<file path="src/rtl/fp_operand_entry.sv">
`default_nettype none
// ==== fp_operand_entry : debounced two-operand capture feeding the FP adder ====
// ==== rev 1.0                                                                ====
module fp_operand_entry #(
  parameter int DB_CYCLES = 20'd1000000,
  parameter int CW        = 20
) (
  input  logic        clk,
  input  logic        reset,
  input  logic [15:0] sw,
  input  logic        btn_load,
  input  logic        btn_clr,
  output logic        sign1,
  output logic [3:0]  exp1,
  output logic [7:0]  frac1,
  output logic        sign2,
  output logic [3:0]  exp2,
  output logic [7:0]  frac2,
  output logic        op_valid,
  output logic [1:0]  state_led
);

  typedef enum logic [1:0] {
    EMPTY = 2'b00,
    HAVE1 = 2'b01,
    READY = 2'b10
  } state_t;

  localparam logic [CW-1:0] DB_LAST = CW'(DB_CYCLES - 1);

  logic [1:0] btn_raw;
  logic [1:0] rise_p;
  logic       load_p;
  logic       clr_p;

  assign btn_raw = {btn_clr, btn_load};

  for (genvar i = 0; i < 2; i++) begin : g_btn
    logic          sync1_q, sync1_d;
    logic          sync2_q, sync2_d;
    logic          db_q, db_d;
    logic          db_prev_q, db_prev_d;
    logic [CW-1:0] cnt_q, cnt_d;

    // Counter only runs while the synchronized level disagrees with the debounced one.
    always_comb begin
      sync1_d   = btn_raw[i];
      sync2_d   = sync1_q;
      db_prev_d = db_q;
      db_d      = db_q;
      cnt_d     = '0;
      if (sync2_q != db_q) begin
        if (cnt_q == DB_LAST) begin
          db_d = sync2_q;
        end else begin
          cnt_d = cnt_q + CW'(1);
        end
      end
    end

    always_ff @(posedge clk or negedge reset) begin
      if (!reset) begin
        sync1_q   <= 1'b0;
        sync2_q   <= 1'b0;
        db_q      <= 1'b0;
        db_prev_q <= 1'b0;
        cnt_q     <= '0;
      end else begin
        sync1_q   <= sync1_d;
        sync2_q   <= sync2_d;
        db_q      <= db_d;
        db_prev_q <= db_prev_d;
        cnt_q     <= cnt_d;
      end
    end

    assign rise_p[i] = db_q & ~db_prev_q;
  end

  assign load_p = rise_p[0];
  assign clr_p  = rise_p[1];

  state_t      state_q, state_d;
  logic [12:0] op1_q, op1_d;
  logic [12:0] op2_q, op2_d;
  logic        op_valid_q, op_valid_d;
  logic [12:0] captured;
  logic        unused_sw;

  assign unused_sw = ^sw[2:0];

  // Operand packing is {sign, exp[3:0], frac[7:0]}; zero flag keeps only the sign.
  always_comb begin
    if (sw[3]) begin
      captured = {sw[15], 12'h000};
    end else begin
      captured = {sw[15], sw[14:11], 1'b1, sw[10:4]};
    end
  end

  always_comb begin
    state_d    = state_q;
    op1_d      = op1_q;
    op2_d      = op2_q;
    op_valid_d = (state_q == READY);
    if (clr_p) begin
      state_d = EMPTY;
      op1_d   = '0;
      op2_d   = '0;
    end else if (load_p) begin
      case (state_q)
        EMPTY: begin
          op1_d   = captured;
          state_d = HAVE1;
        end
        HAVE1: begin
          op2_d   = captured;
          state_d = READY;
        end
        READY: begin
          op1_d   = captured;
          op2_d   = '0;
          state_d = HAVE1;
        end
        default: state_d = EMPTY;
      endcase
    end
  end

  always_ff @(posedge clk or negedge reset) begin
    if (!reset) begin
      state_q    <= EMPTY;
      op1_q      <= '0;
      op2_q      <= '0;
      op_valid_q <= 1'b0;
    end else begin
      state_q    <= state_d;
      op1_q      <= op1_d;
      op2_q      <= op2_d;
      op_valid_q <= op_valid_d;
    end
  end

  assign sign1     = op1_q[12];
  assign exp1      = op1_q[11:8];
  assign frac1     = op1_q[7:0];
  assign sign2     = op2_q[12];
  assign exp2      = op2_q[11:8];
  assign frac2     = op2_q[7:0];
  assign op_valid  = op_valid_q;
  assign state_led = state_q;

endmodule
`default_nettype wire

</file>
<file path="config.mk">
export PLATFORM = sky130hd
export DESIGN_NAME = fp_operand_entry
export DESIGN_NICKNAME = d
export VERILOG_FILES = /design/src/rtl/fp_operand_entry.sv
export SDC_FILE = /design/constraint.sdc
export NUM_CORES = 1
export LEC_CHECK = 0
export ABC_AREA = 1
export CAP_MARGIN = 0
export CORE_AREA = 8 8 107 109
export DETAILED_ROUTE_END_ITERATION = 8
export DIE_AREA = 0 0 115 117
export PLACE_DENSITY = 0.58
export SLEW_MARGIN = 15
export SYNTH_ARGS = -nofsm -noshare
export SYNTH_HDL_FRONTEND = slang
export SYNTH_SLANG_ARGS = --single-unit
</file>
<file path="constraint.sdc">
create_clock -name clk -period 1.8 [get_ports clk]
set_clock_uncertainty 0.15 [all_clocks]
set_input_delay 0.45 -clock clk [delete_from_list [all_inputs] [get_ports clk]]
set_output_delay 0.45 -clock clk [all_outputs]
set_load 0.05 [all_outputs]
</file>
==> impl_metrics.json <==
{
  "status": "complete, no violations",
  "min_period_ns": 1.65,
  "nets": 525,
  "cts_hold_buf": 1,
  "yosys_register_bits": 77,
  "gr-total-overflow": 0,
  "whs_ns": 0.201,
  "first_pass_iters": 4,
  "ys_types": 32,
  "yosysSeqAreaShare_pct": 50.8,
  "crit_type": "reg2reg",
  "grt_pass1_wl_mm": 15.2,
  "tightest_slew_ns": 0.349,
  "place_inst": 627,
  "grt_use_total_pct": 14.4,
  "route.detailed.drc": 0,
  "synthTopCellsByCount": "nor2_1 (90), dfrtp_1 (77), nand2_1 (76), nand3_1 (51), inv_1 (45)",
  "min_from": "g_btn[1].sync1_q",
  "hpwlAfterDp_mm": 6.41,
  "tritoncts": "yes",
  "core_area_um2": 9910,
  "synthFlopType": "dfrtp_1",
  "ant_nets": 0,
  "nFillCells": 983,
  "drt_wl_total_mm": 8.71,
  "clock.fmax_mhz": 607,
  "cts.sinks": 77,
  "r2r_cells": 8,
  "total_power_mw": 3.17,
  "yosys.area.top_type": "dfrtp_1",
  "synthTopCellsByArea": "dfrtp_1 (51%), nor2_1 (8.9%), nand2_1 (7.5%)",
  "io_pins": 49,
  "path_clk_slew_ns": 0.08,
  "async_flop_share_pct": 100,
  "stdcell_count": 644,
  "synth_edf_count": 0,
  "startpoint_type": "register",
  "syn_area_per_cell_um2": 8.54,
  "pre_cts_ws_ns": 0.134,
  "synth_fp_nets": 466,
  "grt_max_degree": 67,
  "cp_max_fo": 4,
  "final_hold_viol_count": 0,
  "slew_headroom_pct": 76.7,
  "syn_inst": 444,
  "rsz0062_at_grt": "no",
  "synth_warnings": 0,
  "maxCapViolations": 0,
  "gp_congestion": 0.876,
  "h-tree-depth": 3,
  "yosysMostFrequentCell": "nor2_1",
  "reg2reg_slack_ns": 0.15,
  "vias_per_cell": 4.64,
  "n_antenna_cell": 0,
  "power.leakage_nw": 2.22,
  "grt_pass1_vias": 3155,
  "port_buffers": 45,
  "grt_antenna_before_repair": 0,
  "post_cts_resized": 0,
  "fp.dieW_um": 115,
  "end_kind": "register",
  "drtIter0Drc": 185,
  "powerDensity_nw_per_um2": 642,
  "r2r_start": "g_btn[0].cnt_q[0]",
  "netlist_area_um2": 3790,
  "hold_depth": 0,
  "num_rows": 37,
  "fin_ws_ns": 0.151,
  "finalSetupViolCount": 0,
  "netlist.area_leader.share_pct": 50.8,
  "post_cts_buffers": 0,
  "peakVddDrop_mv": 0.529,
  "arrival_ns": 1.73,
  "finalMaxSlewViolations": 0,
  "wire_per_inst_um": 13.5,
  "cts_root_buf": "clkbuf_8",
  "vias": 2986,
  "clk_latency_ns": 0.35,
  "period_share_pct": 91.6,
  "fp.dieH_um": 117,
  "hp-class": "reg2reg",
  "r2r-end": "g_btn[0].cnt_q[12]",
  "holdPathEnd": "g_btn[1].sync2_q",
  "cp.required_ns": 1.88,
  "areaGrowthSynthToFinish_pct": 30.3,
  "drive_above_1_share_pct": 19.7,
  "dieArea_um2": 13500,
  "ctsLongestPathBuffers": 2,
  "cts-buffers-inserted": 9,
  "initial_utilization_pct": 38.3,
  "setup_tns_ns": 0
}
==> cell families (layout without fill, tap and decap cells) <==
family,Yosys count,after routing,share of synthesized area (%)
fa+ha+maj,2,2,0.660
xor+xnor,21,21,5.25
flops,77,77,50.8
buf+inv,57,121,6.63
compound gates,38,38,7.52
simple gates,249,249,29.1
==> power breakdown <==
group          internal (mW)  switching (mW)
clock                  0.633           0.652
sequential              1.74          0.0108
combinational         0.0535          0.0787
==> final cells by class <==
type	instances	area, um^2	area share (%)
flip-flops and latches	77	1930	39.0
well taps	136	170	3.44
clock buffers	9	124	2.51
inverters	50	188	3.80
multi-input cells	310	1610	32.7
repair buffers	55	853	17.3
clock inverters	7	66.3	1.34
==> how the worst max path moves through the flow <==
stage,slack (ns),depth (start not counted),to,from
after floorplan,0.08,7,op2_q[12],state_led[0]
after global placement,0.14,5,op1_q[8],sw[3]
after detailed placement,0.13,5,op2_q[1],sw[3]
after CTS,0.15,8,g_btn[0].cnt_q[12],g_btn[0].cnt_q[0]
after global routing,0.01,6,g_btn[1].cnt_q[18],g_btn[1].cnt_q[0]
final,0.15,8,g_btn[0].cnt_q[12],g_btn[0].cnt_q[0]
==> registers in the layout, summed over array words and instances, names as in the netlist <==
register         count
g_btn.cnt_q         40
g_btn.db_prev_d      2
g_btn.db_prev_q      2
g_btn.sync1_q        2
g_btn.sync2_q        2
op1_q               13
op2_q               13
op_valid             1
state_led            2
==> cell usage in the layout (no fill, tap or decap), types with 2 or more instances in the layout <==
cell,instances
or2_2,2
nor3_1,7
o21ai_2,19
nor2_1,90
clkinv_2,4
clkdlybuf4s50_1,15
ha_1,2
nor2_2,6
nand3_1,51
nand2_1,76
inv_2,5
nand4_2,2
buf_4,7
nand2_2,3
xor2_1,12
nand3b_1,4
and2_1,2
dfrtp_1,77
inv_1,45
buf_12,32
o21ai_0,10
clkbuf_8,9
xnor2_1,7
xor2_2,2
a21oi_1,4
nand3_2,2
==> layer usage <==
metal | routed length (um) | up-vias | share of wire, % | track usage (%)
li1 | - | 1522 | - | -
met1 | 3960 | 1386 | 45 | 17.7
met2 | 4000 | 70 | 46 | 22.5
met3 | 653 | 8 | 7.5 | 5.85
met4 | 94 | 0 | 1.1 | 4.64
met5 | 0 | - | 0 | 0
==> per-stage QoR <==
| step | util [%] | instance area [um^2] |
|---|---|---|
| 5_1_grt | 49.9 | 4940 |
| 4_1_cts | 49.9 | 4940 |
| 2_1_floorplan | - | 3790 |
| 3_5_place_dp | 47.9 | 4740 |
| 6_report | 49.9 | 4940 |
| 3_3_place_gp | 47.9 | 4740 |
==> critical path, cell delays in order, from the launching register on <==
cell and delay, ns:
dfrtp_1 0.40, ha_1 0.23, nand3_1 0.18, inv_1 0.08, nand2_1 0.12, inv_2 0.07, nand2_1 0.09, xor2_1 0.17
nor2_1 0.05
(Power assumes the default switching activity.)
